===== src/rtl/axi_lite_pkg.sv =====
// Shared AXI4-Lite arbiter types: bus widths, response codes and arbiter FSM states.
// Imported by axi_lite_rr_arbiter and axi_lite_arbiter.
package axi_lite_pkg;

  localparam int ADDR_WIDTH = 32;
  localparam int DATA_WIDTH = 32;

  typedef enum logic [1:0] {
    OKAY   = 2'b00,
    EXOKAY = 2'b01,
    SLVERR = 2'b10,
    DECERR = 2'b11
  } resp_t;

  typedef enum logic [2:0] {
    IDLE    = 3'd0,
    WR_ADDR = 3'd1,
    WR_RESP = 3'd2,
    RD_ADDR = 3'd3,
    RD_RESP = 3'd4
  } arb_state_t;

endpackage


===== src/rtl/axi_lite_rr_arbiter.sv =====
// Two-way grant selector, combinational: one-hot gnt from pending requests, zero when not enabled.
// On a tie the requester that was not granted last wins; last_grant=1 therefore favours requester 0.
module axi_lite_rr_arbiter
  import axi_lite_pkg::*;
(
  input  logic [1:0] req,
  input  logic       last_grant,
  input  logic       enable,
  output logic [1:0] gnt
);

  always_comb begin
    gnt = 2'b00;
    if (enable) begin
      unique case (req)
        2'b01:   gnt = 2'b01;
        2'b10:   gnt = 2'b10;
        2'b11:   gnt = last_grant ? 2'b01 : 2'b10;
        default: gnt = 2'b00;
      endcase
    end
  end

endmodule


===== src/rtl/axi_lite_arbiter.sv =====
// Two-requester AXI4-Lite arbiter, one whole transaction in flight; grant registered 1 cycle after request.
// Non-granted requester is held off (ready/valid 0); ARB_FIXED_PRIO_EN makes requester 0 win every tie.
module axi_lite_arbiter
  import axi_lite_pkg::*;
#(
  parameter int ADDR_W = ADDR_WIDTH,
  parameter int DATA_W = DATA_WIDTH
) (
  input  logic                aclk,
  input  logic                areset_n,

  input  logic [ADDR_W-1:0]   s0_awaddr,
  input  logic                s0_awvalid,
  output logic                s0_awready,
  input  logic [DATA_W-1:0]   s0_wdata,
  input  logic [DATA_W/8-1:0] s0_wstrb,
  input  logic                s0_wvalid,
  output logic                s0_wready,
  output resp_t               s0_bresp,
  output logic                s0_bvalid,
  input  logic                s0_bready,
  input  logic [ADDR_W-1:0]   s0_araddr,
  input  logic                s0_arvalid,
  output logic                s0_arready,
  output logic [DATA_W-1:0]   s0_rdata,
  output resp_t               s0_rresp,
  output logic                s0_rvalid,
  input  logic                s0_rready,

  input  logic [ADDR_W-1:0]   s1_awaddr,
  input  logic                s1_awvalid,
  output logic                s1_awready,
  input  logic [DATA_W-1:0]   s1_wdata,
  input  logic [DATA_W/8-1:0] s1_wstrb,
  input  logic                s1_wvalid,
  output logic                s1_wready,
  output resp_t               s1_bresp,
  output logic                s1_bvalid,
  input  logic                s1_bready,
  input  logic [ADDR_W-1:0]   s1_araddr,
  input  logic                s1_arvalid,
  output logic                s1_arready,
  output logic [DATA_W-1:0]   s1_rdata,
  output resp_t               s1_rresp,
  output logic                s1_rvalid,
  input  logic                s1_rready,

  output logic [ADDR_W-1:0]   m_awaddr,
  output logic                m_awvalid,
  input  logic                m_awready,
  output logic [DATA_W-1:0]   m_wdata,
  output logic [DATA_W/8-1:0] m_wstrb,
  output logic                m_wvalid,
  input  logic                m_wready,
  input  resp_t               m_bresp,
  input  logic                m_bvalid,
  output logic                m_bready,
  output logic [ADDR_W-1:0]   m_araddr,
  output logic                m_arvalid,
  input  logic                m_arready,
  input  logic [DATA_W-1:0]   m_rdata,
  input  resp_t               m_rresp,
  input  logic                m_rvalid,
  output logic                m_rready,

  output logic [1:0]          grant,
  output logic                busy
);

  arb_state_t state_q, state_d;
  logic [1:0] grant_q, grant_d;
  logic       aw_done_q, aw_done_d;
  logic       w_done_q, w_done_d;
  logic       last_grant;
  logic [1:0] req;
  logic [1:0] gnt;
  logic       sel;
  logic       g_awvalid, g_wvalid, g_bready, g_arvalid, g_rready;
  logic       aw_hs, w_hs, b_hs, ar_hs, r_hs;
  logic       aw_rdy, w_rdy, b_vld, ar_rdy, r_vld;

  assign req = {s1_awvalid | s1_arvalid, s0_awvalid | s0_arvalid};
  assign sel = grant_q[1];

  axi_lite_rr_arbiter u_rr (
    .req        (req),
    .last_grant (last_grant),
    .enable     (state_q == IDLE),
    .gnt        (gnt)
  );

`ifdef ARB_FIXED_PRIO_EN
  assign last_grant = 1'b1;
`else
  logic last_grant_q, last_grant_d;

  // Owner index is remembered only when its transaction completes.
  assign last_grant_d = (b_hs || r_hs) ? sel : last_grant_q;

  always_ff @(posedge aclk or negedge areset_n) begin
    if (!areset_n) begin
      last_grant_q <= 1'b1;
    end else begin
      last_grant_q <= last_grant_d;
    end
  end

  assign last_grant = last_grant_q;
`endif

  assign g_awvalid = sel ? s1_awvalid : s0_awvalid;
  assign g_wvalid  = sel ? s1_wvalid  : s0_wvalid;
  assign g_bready  = sel ? s1_bready  : s0_bready;
  assign g_arvalid = sel ? s1_arvalid : s0_arvalid;
  assign g_rready  = sel ? s1_rready  : s0_rready;

  assign m_awaddr = sel ? s1_awaddr : s0_awaddr;
  assign m_wdata  = sel ? s1_wdata  : s0_wdata;
  assign m_wstrb  = sel ? s1_wstrb  : s0_wstrb;
  assign m_araddr = sel ? s1_araddr : s0_araddr;

  always_comb begin
    m_awvalid = 1'b0;
    m_wvalid  = 1'b0;
    m_bready  = 1'b0;
    m_arvalid = 1'b0;
    m_rready  = 1'b0;
    unique case (state_q)
      WR_ADDR: begin
        m_awvalid = g_awvalid && !aw_done_q;
        m_wvalid  = g_wvalid  && !w_done_q;
      end
      WR_RESP: m_bready  = g_bready;
      RD_ADDR: m_arvalid = g_arvalid;
      RD_RESP: m_rready  = g_rready;
      default: ;
    endcase
  end

  assign aw_hs = m_awvalid && m_awready;
  assign w_hs  = m_wvalid  && m_wready;
  assign b_hs  = m_bvalid  && m_bready;
  assign ar_hs = m_arvalid && m_arready;
  assign r_hs  = m_rvalid  && m_rready;

  // Upstream handshake signals exist only for the owner and only in the matching phase.
  assign aw_rdy = (state_q == WR_ADDR) && !aw_done_q && m_awready;
  assign w_rdy  = (state_q == WR_ADDR) && !w_done_q  && m_wready;
  assign b_vld  = (state_q == WR_RESP) && m_bvalid;
  assign ar_rdy = (state_q == RD_ADDR) && m_arready;
  assign r_vld  = (state_q == RD_RESP) && m_rvalid;

  assign s0_awready = aw_rdy && grant_q[0];
  assign s1_awready = aw_rdy && grant_q[1];
  assign s0_wready  = w_rdy  && grant_q[0];
  assign s1_wready  = w_rdy  && grant_q[1];
  assign s0_bvalid  = b_vld  && grant_q[0];
  assign s1_bvalid  = b_vld  && grant_q[1];
  assign s0_arready = ar_rdy && grant_q[0];
  assign s1_arready = ar_rdy && grant_q[1];
  assign s0_rvalid  = r_vld  && grant_q[0];
  assign s1_rvalid  = r_vld  && grant_q[1];

  assign s0_bresp = m_bresp;
  assign s1_bresp = m_bresp;
  assign s0_rdata = m_rdata;
  assign s1_rdata = m_rdata;
  assign s0_rresp = m_rresp;
  assign s1_rresp = m_rresp;

  always_comb begin
    state_d   = state_q;
    grant_d   = grant_q;
    aw_done_d = aw_done_q;
    w_done_d  = w_done_q;
    unique case (state_q)
      IDLE: begin
        if (gnt != 2'b00) begin
          grant_d = gnt;
          // A requester holding both AW and AR is served write-first.
          state_d = (gnt[1] ? s1_awvalid : s0_awvalid) ? WR_ADDR : RD_ADDR;
        end
      end
      WR_ADDR: begin
        aw_done_d = aw_done_q || aw_hs;
        w_done_d  = w_done_q  || w_hs;
        if (aw_done_d && w_done_d) begin
          state_d   = WR_RESP;
          aw_done_d = 1'b0;
          w_done_d  = 1'b0;
        end
      end
      WR_RESP: begin
        if (b_hs) begin
          state_d = IDLE;
          grant_d = 2'b00;
        end
      end
      RD_ADDR: begin
        if (ar_hs) begin
          state_d = RD_RESP;
        end
      end
      RD_RESP: begin
        if (r_hs) begin
          state_d = IDLE;
          grant_d = 2'b00;
        end
      end
      default: begin
        state_d = IDLE;
        grant_d = 2'b00;
      end
    endcase
  end

  always_ff @(posedge aclk or negedge areset_n) begin
    if (!areset_n) begin
      state_q   <= IDLE;
      grant_q   <= 2'b00;
      aw_done_q <= 1'b0;
      w_done_q  <= 1'b0;
    end else begin
      state_q   <= state_d;
      grant_q   <= grant_d;
      aw_done_q <= aw_done_d;
      w_done_q  <= w_done_d;
    end
  end

  assign grant = grant_q;
  assign busy  = (state_q != IDLE);

endmodule


===== config.mk =====
export PLATFORM = sky130hd
export DESIGN_NAME = axi_lite_arbiter
export DESIGN_NICKNAME = d
export VERILOG_FILES = /design/src/rtl/axi_lite_pkg.sv /design/src/rtl/axi_lite_rr_arbiter.sv /design/src/rtl/axi_lite_arbiter.sv
export SDC_FILE = /design/constraint.sdc
export NUM_CORES = 1
export LEC_CHECK = 0
export ABC_AREA = 1
export BUFFER_PORTS_ARGS = -buffer_cell sky130_fd_sc_hd__buf_2
export CAP_MARGIN = 20
export CELL_PAD_IN_SITES_DETAIL_PLACEMENT = 0
export CELL_PAD_IN_SITES_GLOBAL_PLACEMENT = 1
export CORE_AREA = 2 2 170 172
export DETAILED_ROUTE_END_ITERATION = 8
export DIE_AREA = 0 0 172 174
export HOLD_SLACK_MARGIN = 0.08
export PLACE_DENSITY = 0.66
export SETUP_SLACK_MARGIN = 0.5
export SLEW_MARGIN = 15
export SYNTH_ARGS = -nofsm -noshare
export SYNTH_HDL_FRONTEND = slang
export SYNTH_SLANG_ARGS = --single-unit

===== constraint.sdc =====
create_clock -name aclk -period 1.2 [get_ports aclk]
set_input_delay 0.18 -clock aclk [delete_from_list [all_inputs] [get_ports aclk]]
set_output_delay 0.18 -clock aclk [all_outputs]
set_load 0.01 [all_outputs]

### After elaboration in Yosys (flattened, before gate mapping)

Cells that the tools add are included.
Widths: inputs -> output; s select.

| word-level totals | value |
|---|---|
| bits in latches | 0 |
| output and inout port bits | 190 |
| register bits | 8 |
| RAM bits | 0 |
| word-level logic and storage cells | 87 |
| bits of input ports | 253 |
| memories kept | 0 |
| memory bits (read-only) | 0 |

| cells by class | value |
|---|---|
| reductions and logical operators | 36 |
| muxes and demuxes | 31 |
| divide/modulo/power cells | 0 |
| magnitude comparators | 0 |
| multipliers | 0 |
| add/sub/neg operators | 0 |
| bitwise gates (word level) | 3 |
| eq/ne operators | 12 |
| shift operators | 0 |

Operator list:

| operator | number |
|---|---|
| $mux 32 | 3 |
| $logic_and 1x1->1 | 25 |
| $mux 3 | 5 |
| $pmux 3 s5 | 1 |
| $mux 1 | 13 |
| $mux 2 | 6 |
| $ne 2x2->1 const B | 4 |
| $pmux 2 s4 | 1 |
| $eq 3x2->1 const B | 2 |
| $pmux 2 s3 | 1 |
| $reduce_and 5->1 | 1 |
| $eq 2x2->1 const B | 2 |
| $mux 4 | 1 |
| $reduce_and 4->1 | 1 |
| $eq 3x1->1 const B | 1 |
| $eq 3x3->1 const B | 1 |
| $logic_not 3->1 | 1 |
| $logic_or 1x1->1 | 3 |
| $reduce_bool 3->1 | 1 |
| $eq 2x1->1 const B | 1 |
| $logic_not 1->1 | 2 |
| $ne 2x1->1 const B | 1 |
| $or 1x1->1 | 2 |
| $reduce_bool 2->1 | 1 |
| 2 further kinds | 2 |

### Depth between registers and ports, before layout

Gate-level depths: netlist of the first run.

| logic depth | value |
|---|---|
| depth after elaboration | 8 |
| depth in mapped cells | 10 |
| mapped depth without buffers | 9 |

### Cells and area by module

A second synthesis of the first run with hierarchy kept.

| second synthesis, totals | value |
|---|---|
| cells, all modules | 515 |
| area, all modules | 2477.4 um^2 |

Modules (own cells, without submodules):

| module | cells an instance | area an instance (um^2) | times used |
|---|---|---|---|
| axi_lite_arbiter | 510 | 2456.1 | 1 |
| axi_lite_rr_arbiter | 5 | 21.3 | 1 |

### Worst setup path after synthesis of the first run

No wires, ideal clock.

| path | value |
|---|---|
| path kind | register -> register |
| start point | register grant_q[1], in the netlist grant[1] |
| end point | register state_q[1] |
| cell stages (with the launch flop) | 10 |
| period minus slack after synthesis | 1.274 ns |
| setup time | 0.117 ns |
| arrival time | 1.157 ns |
| slack | -0.074 ns |
| data required time | 1.083 ns |
| cells stage by stage | dfrtp_1 > buf_6 > nand2_1 > nand2_1 > o21ai_2 > nand2_1 > nor2_2 > nand2_2 > nand2_1 > nand2_1 |

| on the way | value |
|---|---|
| longest elaborated chain between the ends | 8 |
| elaborated cells on any way between the ends | 25 |

RTL lines:

| item | line | text |
|---|---|---|
| from (decl) | axi_lite_arbiter.sv:71 | `logic [1:0] grant_q, grant_d;` |
| from (signal assigned) | axi_lite_arbiter.sv:225 | `grant_q <= grant_d;` |
| $mux 1 (on tied branches) | axi_lite_arbiter.sv:111, axi_lite_arbiter.sv:112 |  |
| $logic_and 1x1->1 (on tied branches) | axi_lite_arbiter.sv:130, axi_lite_arbiter.sv:131 |  |
| $mux 1 | axi_lite_arbiter.sv:128 | `unique case (state_q)` |
| $logic_and 1x1->1 (on tied branches) | axi_lite_arbiter.sv:140, axi_lite_arbiter.sv:141 |  |
| $logic_or 1x1->1 (on tied branches) | axi_lite_arbiter.sv:185, axi_lite_arbiter.sv:186 |  |
| $logic_and 1x1->1 | axi_lite_arbiter.sv:187 | `if (aw_done_d && w_done_d) begin` |
| $ne 2x1->1 (no source line) | n/a |  |
| $reduce_and 5->1 (no source line) * | n/a |  |
| to (signal assigned) | axi_lite_arbiter.sv:224 | `state_q <= state_d;` |
| to (decl) | axi_lite_arbiter.sv:70 | `arb_state_t state_q, state_d;` |

Every way passes the cells marked *; elsewhere a longest branch is shown, timed or not.
A chain may end at the register's enable or synchronous reset.

### Worst setup path after layout of the first run

| path | value |
|---|---|
| start point | register grant_q[1], in the netlist grant[1] |
| end point | output m_awaddr[8] |

| on the way | value |
|---|---|
| longest elaborated chain between the ends | 1 |

RTL lines:

| item | line | text |
|---|---|---|
| $mux 32 | axi_lite_arbiter.sv:117 | `assign m_awaddr = sel ? s1_awaddr : s0_awaddr;` |
| to (decl) | axi_lite_arbiter.sv:48 | `output logic [ADDR_W-1:0] m_awaddr,` |

No other way between the ends.

==> reports/metrics.cfg, run 1 <==
[yosys]
yosysWarningCount=0
synth_top_area_frac=0.498
ys_ff_latch=8
syn_inst=515
syn_nets=768
avgSynthCellArea_um2=4.90
netlist-cell-type-count=28
synth_top_area_cell=nand2_1
synthTopCellsByArea=nand2_1, buf_4, dfrtp_1
ys_seq_area_frac=0.0798
mappedNetlistArea_mm2=0.00252

[placed_design]
hpwl_um=11600
io_buffers=334
gp_congestion=0.793
placed_cell_area_mm2=0.00445

[power]
p_per_area_mw_per_mm2=2120
vdd_ir_drop_max_mv=0.938
pwr-share-seq=0.049
switching_share=0.504
power_mw=12.2
switchingPower_mw=6.14
clockPowerShare=0.048
p_leak_nw=3.32
intPower_mw=6.04
p_comb_frac=0.902

[setup_path]
crit_start=grant[1]
critical-path-slowest-cell=dfrtp_4
reg2reg_depth=11
start_kind=register
path_max_fanout=7
cp_top_family=buffers and inverters
slowest_delay_ns=0.54
crit_cells=6
worst_setup_path_end_kind=output port
worst_ep_required_time_ns=1.02
cp.arrival_ns=1.47
crit_chain=buf_12, buf_16, buf_6, nand2_2, nand2_1, buf_2
path_class=reg2out
r2r_start=grant[1]
cp_num_buf_inv=4

[die]
die_area_mm2=0.0299
rows=62
start_util=0.0894
fp.coreArea_mm2=0.0282
fp.dieH_um=174
ioPinCount=443
fp.dieW_um=172

[timing]
max-slew-margin-rel=0.667
setup_viol=125
maxSlewViolCount=0
hold_viol_final=0
tightest_slew_ns=0.499
rsz0062_at_grt=yes
min_period_ns=1.65
hold_slack_ns=0.253
fin_ws_ns=-0.447
skew_ns=0.00570
timing.final.crit_share=1.37
max_freq_mhz=607

[drt]
drcViolationCount=0
drtPass1Iterations=4
totalWireLength_um=16300
via_per_inst=3.46
ant_nets=0
post_drt_wl_per_cell_um=13.6
drtIter0Drc=150
num_vias=4144

[grt]
grt_pass1_wl_um=20700
antenna_found_initial=0
overflow=0
grt_start_max_net_pins=48
first_global_vias=3711
grtUsageTotal=0.0894

[finish]
seqCellArea_um2=209
layout.nets=1066
fillers=3237
multi_input_area_mm2=0.00217
design_area_mm2=0.00575
insertedDiodeCount=0
area_growth_pct=128
drive_gt1_frac=0.665

[run_status]
violations=setup timing
outcome=finished, violations left

[flow_run]
cap_violations=0

[cts]
clock_sinks=8
clk_pin_slew_worst_paths_ns=0.04
max-clock-path-buffers=2
cts_root_buffer=clkbuf_16
cts_htree_levels=1
cts_made_buffers=3
cts_tree=done
clock_latency_ns=0.23

[min_path]
min_from=m_arready
whs_path_depth=3
hp-class=in2reg

registers in the layout (all words and copies together) (netlist names):
signal / cells
state_q: 3
grant: 2
aw_done_q: 1
last_grant: 1
w_done_q: 1
timing repair:
action	4_1_cts	5_1_grt
endpoints found under the hold margin	8	0
pin swaps	26	18
hold buffers	1	0
endpoints found under the setup margin	126	126
buffers inserted	10	3
resized for setup	122	95
gates cloned	4	7
layer usage:
| layer | global-route usage | routed length, um |
|---|---|---|
| met1 | 0.108 | 6460 |
| met2 | 0.162 | 8010 |
| met3 | 0.0123 | 1320 |
| met4 | 0.0270 | 503 |
| met5 | 0 | 0 |
cell usage in the layout (no fill, tap or decap), types with 2 or more instances in the layout:
master and instances:
dfrtp_2 3, nand3_4 3, inv_1 13, buf_4 13, inv_4 6, nand2_1 241, nor2_1 2, nand2_4 31
buf_16 7, o21ai_4 3, nand2_2 69, buf_2 305, buf_12 9, a21oi_1 2, clkbuf_16 8, a21oi_2 2
o21ai_1 2, nor2_4 15, buf_8 4, nor3_4 3, nor2_2 3, buf_6 43, nand3_1 4, dfrtp_1 3
inv_2 5
worst min-delay path: stages:
cell     delay [ns]
buf_2          0.11
nand2_1        0.09
nand2_2        0.06
through the flow:
step                      worst slack, ns   util  std cells  setup TNS [ns]
after floorplan                   -0.0725      -        515           -3.58
after global placement             -0.261  0.158       1167          -18.87
after detailed placement           -0.238  0.158       1167          -19.11
after CTS                          -0.450  0.185       1186          -46.36
after global routing               -0.510  0.204       1196          -52.09
final                              -0.447  0.204       1196          -45.51
worst paths after layout:
kind | end | slack [ns]
worst max-delay path | m_awaddr[8] | -0.45
worst min-delay path | state_q[2] | 0.25
worst max register to register | state_q[0] | -0.41
worst min register to register | last_grant | 0.50
max in group asynchronous | last_grant | 0.61
min in group asynchronous | aw_done_q | 0.33
power groups by stage:
stage	logic [mW]	registers, mW	clock network [mW]
3_5_place_dp	7.49	0.563	0
3_3_place_gp	7.53	0.565	0
2_1_floorplan	4.52	0.542	0
5_1_grt	11.9	0.621	0.601
6_report	11.0	0.601	0.589
4_1_cts	9.52	0.606	0.594
kinds of logic after synthesis:
kind of cell	after synthesis	synth area share
compound gates	12	0.0382
buf+inv	120	0.296
flops	8	0.0798
simple gates	375	0.586
cell usage after synthesis:
cell type and count:
dfstp_2 1, or2_1 1, clkbuf_1 5, dfrtp_1 7, nand4_1 1, and2_1 1, nand2_4 1, a21oi_1 3
a21oi_2 2, o21ai_2 4, buf_6 1, nand3_1 6, buf_1 2, buf_2 15, nor2_2 3, nand3b_2 1
nand3_2 1, nor3_1 2, nor2_4 1, inv_2 5, nand2_2 5, inv_1 20, nor2_1 16, o21bai_4 1
buf_4 72, nor3_2 1, o21ai_1 2, nand2_1 335
cell type report:
cell class / count / area share
Tap cell: 384 / 0.0836
Multi-Input combinational cell: 387 / 0.378
Timing Repair Buffer: 388 / 0.468
Clock buffer: 4 / 0.0137
Inverter: 25 / 0.0211
Sequential cell: 8 / 0.0363
No activity file was read; power rests on OpenSTA's default activity.
==> run 2, diff against run 1 <==
RECOVER_POWER = 100   (was default)
==> run 2 against run 1 <==
Net effect: the run still ends with setup timing left; via count down 0.14%; utilization about the same; worst hold slack about the same; largest cell class unchanged; sequential share of layout area about the same; routed wire length down 0.13%; worst setup slack about the same; register-to-register slack about the same; clock-buffer cell count unchanged; die area unchanged; highest routed layer unchanged; critical path type unchanged; clock power about the same; total power down 0.17%; clock skew about the same.
==> reports/metrics.cfg, run 2 (synthesis gave the netlist of run 1 again) <==
[placed_design]
hpwl_um=11600
gp_congestion=0.793
placed_cell_area_mm2=0.00445
place_ws_ns=-0.238
io_buffers=334

[finish]
top_register=state_q
insertedDiodeCount=0
layout.nets=1066
final_common_cell=buf_2
final_cell_mix=buf_2, nand2_1, nand2_2, buf_6, nand2_4
drive_gt1_frac=0.663
area_growth_pct=127
largest_reg_flops=3
design_area_mm2=0.00574

[grt]
overflow=0
first_global_vias=3711
grt_start_max_net_pins=48
grt_pass1_wl_um=20700
antenna_found_initial=0
grtUsageTotal=0.0894

[power]
vdd_ir_drop_max_mv=0.936
switchingPower_mw=6.13
clockPowerShare=0.049
pwr-share-seq=0.049
intPower_mw=6.02
p_comb_frac=0.902
p_per_area_mw_per_mm2=2120
p_leak_nw=3.31
switching_share=0.505

[drt]
drtIter0Drc=153
post_drt_wl_per_cell_um=13.6
totalWireLength_um=16300
via_per_inst=3.46
drtPass1Iterations=4
num_vias=4138
drcViolationCount=0
ant_nets=0

[setup_path]
start_kind=register
worst_setup_path_end_kind=output port
worst_ep_required_time_ns=1.02
cp.arrival_ns=1.47
path_class=reg2out
path_max_fanout=7

[cts]
clock_latency_ns=0.23
max-clock-path-buffers=2
cts_tree=done
cts_root_buffer=clkbuf_16
cts_made_buffers=3
cts_htree_levels=1
clock_sinks=8
clk_pin_slew_worst_paths_ns=0.04

[die]
fp.dieH_um=174
die_area_mm2=0.0299
rows=62
fp.coreArea_mm2=0.0282
ioPinCount=443
fp.dieW_um=172
start_util=0.0894

[run_status]
outcome=finished, violations left
violations=setup timing

[min_path]
hp-class=in2reg

[timing]
skew_ns=0.00529
max-slew-margin-rel=0.650
min_period_ns=1.65
maxSlewViolCount=0
setup_viol=125
max_freq_mhz=607
hold_viol_final=0
timing.final.crit_share=1.37
tightest_slew_ns=0.525
rsz0062_at_grt=yes
fin_ws_ns=-0.447

[flow_run]
cap_violations=0

==> run 2: cell types whose count changed in the layout (fill, tap and decap cells not counted) <==
cell / delta
clkbuf_1: +2
buf_2: -1
buf_6: -1
==> run 2: per-layer routing <==
| layer | vias up | part of all wire | GRT usage |
|---|---|---|---|
| met1 | 1839 | 0.40 | 0.108 |
| met5 | - | 0 | 0 |
| met3 | 30 | 0.081 | 0.0123 |
| met2 | 211 | 0.49 | 0.162 |
| met4 | 0 | 0.031 | 0.0270 |
| li1 | 2058 | - | - |
==> run 2: worst paths after layout <==
kind                            slack [ns]  cells past startpoint     endpoint       start
worst min register to register        0.50                      2   last_grant  last_grant
min in group asynchronous             0.43                      2    aw_done_q    areset_n
worst min-delay path                  0.25                      3   state_q[2]   m_arready
max in group asynchronous             0.38                      2     grant[1]    areset_n
worst max register to register       -0.41                     11   state_q[0]    grant[1]
worst max-delay path                 -0.45                      6  m_awaddr[8]    grant[1]
==> run 2: critical path, cell delays in order, from the launching register on <==
cell,delay [ns]
dfrtp_4,0.54
buf_12,0.18
buf_16,0.16
buf_6,0.13
nand2_2,0.04
nand2_1,0.04
buf_2,0.13
==> run 2: metrics by stage <==
stage | utilization | instances | power, mW | TNS (ns) | hold WS [ns]
2_1_floorplan | - | 515 | 5.07 | -3.58 | -0.116
3_3_place_gp | 0.158 | 1167 | 8.10 | -18.87 | 0.0383
3_5_place_dp | 0.158 | 1167 | 8.05 | -19.11 | 0.0451
4_1_cts | 0.185 | 1186 | 10.7 | -46.36 | 0.224
5_1_grt | 0.203 | 1196 | 13.1 | -52.09 | 0.257
6_report | 0.203 | 1196 | 12.2 | -45.47 | 0.253
==> run 2: area by class of cell <==
class	instances	area [um2]
clock buffers	4	78.8
inverters	25	121
flip-flops and latches	8	209
multi-input cells	387	2170
fillers	3237	22500
well taps	384	480
repair buffers	388	2680
==> run 2: what timing repair did <==
item | in CTS | in global routing
hold endpoints to repair | 8 | 0
hold buffers | 1 | 0
cloned | 4 | 7
buffers inserted | 10 | 3
gates resized for setup | 122 | 95
pin swaps | 26 | 18
setup endpoints to repair | 126 | 126
==> run 2: power by group through the flow <==
| stage | clock network (mW) | registers [mW] | logic (mW) |
|---|---|---|---|
| floorplan | 0 | 0.542 | 4.52 |
| finish | 0.590 | 0.600 | 11.0 |
| CTS | 0.594 | 0.606 | 9.52 |
| detailed placement | 0 | 0.563 | 7.49 |
| global placement | 0 | 0.565 | 7.53 |
| global route | 0.601 | 0.619 | 11.9 |
==> run 3, diff against run 2 <==
CAP_MARGIN = default   (was 20)
CTS_BUF_LIST = sky130_fd_sc_hd__clkbuf_2 sky130_fd_sc_hd__clkbuf_4 sky130_fd_sc_hd__clkbuf_8   (was default)
==> run 3 against run 2 <==
Net effect: the run still ends with setup timing left; via count fell by 0.29%; register-to-register slack better by 0.02 ns; worst hold slack got worse by 0.012 ns; non-clock buffer count is 4 higher; total power decreased by 4.4%; combinational power down 4%; die area unchanged; clock power shrank 34%; clock-buffer cell count unchanged; first-iteration DRC count grew 16%; final cell count grew 0.33%; worst setup slack worse by 0.010 ns.
==> reports/metrics.cfg, run 3 (synthesis gave the netlist of run 1 again) <==
[run_status]
outcome=finished, violations left
violations=setup timing

[timing]
max-slew-margin-rel=0.646
fin_ws_ns=-0.457
maxSlewViolCount=0
timing.final.crit_share=1.38
max_freq_mhz=604
skew_ns=0.0105
hold_viol_final=0
tightest_slew_ns=0.531
setup_viol=125
min_period_ns=1.66
rsz0062_at_grt=yes
final.setup.tns_ns=-46.81

[finish]
largest_reg_flops=3
layout.nets=1070
insertedDiodeCount=0
top_register=state_q
final_cell_mix=buf_2, nand2_1, nand2_2, buf_6
area_growth_pct=119
design_area_mm2=0.00553
final_common_cell=buf_2
drive_gt1_frac=0.621

[placed_design]
place_ws_ns=-0.238
gp_congestion=0.793
hpwl_um=11600
placed_cell_area_mm2=0.00445
io_buffers=334

[die]
rows=62
die_area_mm2=0.0299
fp.dieW_um=172
fp.coreArea_mm2=0.0282
fp.dieH_um=174
ioPinCount=443
start_util=0.0894

[setup_path]
path_class=reg2out
reg2reg_depth=11
critical-path-slowest-cell=dfrtp_4
slowest_delay_ns=0.53
reg2reg_to=state_q[0]
reg2reg_slack_ns=-0.39
start_kind=register
worst_ep_required_time_ns=1.02
crit_chain=buf_12, buf_16, buf_6, nand2_2, nand2_1, buf_2
worst_setup_path_end_kind=output port
path_max_fanout=8
cp_top_family=buffers and inverters
r2r_start=grant[1]
cp_num_buf_inv=4
cp.arrival_ns=1.48

[flow_run]
cap_violations=0

[cts]
cts_root_buffer=clkbuf_8
clock_sinks=8
clock_latency_ns=0.24
cts_tree=done
clk_pin_slew_worst_paths_ns=0.05
max-clock-path-buffers=2
cts_made_buffers=3
cts_htree_levels=1

[grt]
grtUsageTotal=0.0900
overflow=0
grt_pass1_wl_um=20700
grt_start_max_net_pins=48
first_global_vias=3719
antenna_found_initial=0

[power]
vdd_ir_drop_max_mv=1.09
power_mw=11.6
p_per_area_mw_per_mm2=2100
p_leak_nw=3.26

[drt]
post_drt_wl_per_cell_um=13.5
drcViolationCount=0
num_vias=4126
ant_nets=0
drtPass1Iterations=4
drtIter0Drc=177
totalWireLength_um=16100
via_per_inst=3.44

[min_path]
hold_path_end=state_q[2]
min_from=m_arready
hp-class=in2reg
whs_path_depth=3

==> run 3: cell types whose count changed in the layout (fill, tap and decap cells not counted), sizes merged <==
cell	change
buf	+2
clkbuf	+2
clkinv	-1
inv	+1
==> run 3: report_power, final <==
part / leakage (nW) / switching [mW] / internal (mW)
sequential: 0.0943 / 0.175 / 0.423
clock: 0.0262 / 0.132 / 0.255
combinational: 3.14 / 5.60 / 5.03
==> run 3: stage by stage <==
stage	std cells	util	hold slack, ns
after floorplan	515	-	-0.116
after global placement	1167	0.158	0.0383
after detailed placement	1167	0.158	0.0451
after CTS	1186	0.184	0.221
after global routing	1200	0.196	0.253
final	1200	0.196	0.241
==> run 3: layer usage <==
metal  vias to the layer above  wire length [um]  global-route usage
li1                       2062                 -                   -
met1                      1803              6560               0.108
met2                       229              7650               0.162
met3                        32              1330              0.0130
met4                         0               600              0.0291
met5                         -                 0                   0
==> run 3: final cells by class <==
cell class | instances | area, um2
clock buffers | 4 | 48.8
flip-flops and latches | 8 | 209
fillers | 3266 | 22700
well taps | 384 | 480
repair buffers | 392 | 2680
inverters | 25 | 116
multi-input cells | 387 | 2000
==> run 3: what timing repair did <==
action                     in CTS  in global routing
hold endpoints to repair        8                  0
gates resized for setup       120                 33
gates cloned                    4                  8
hold buffers                    1                  0
buffers inserted               10                  6
setup endpoints to repair     126                126
pin swaps                      26                  7
==> run 3: worst reg2reg max path, stage by stage, from the launching register on <==
cell and delay, ns:
dfrtp_4 0.49, inv_8 0.08, buf_12 0.14, buf_4 0.13
nand2_4 0.05, nand2_4 0.06, o21ai_4 0.16, nand2_2 0.10
nor2_4 0.10, nand2_2 0.06, nand2_1 0.06, nand2_1 0.04
==> run 3: worst max path at each step <==
| stage | from | end | slack (ns) | cells past startpoint |
|---|---|---|---|---|
| after global placement | grant[1] | state_q[1] | -0.26 | 9 |
| after floorplan | grant[1] | m_awaddr[15] | -0.07 | 5 |
| final | grant[1] | m_awaddr[8] | -0.46 | 6 |
| after global routing | grant[1] | m_wvalid | -0.50 | 6 |
| after detailed placement | grant[1] | state_q[1] | -0.24 | 9 |
| after CTS | grant[1] | m_wdata[13] | -0.46 | 6 |
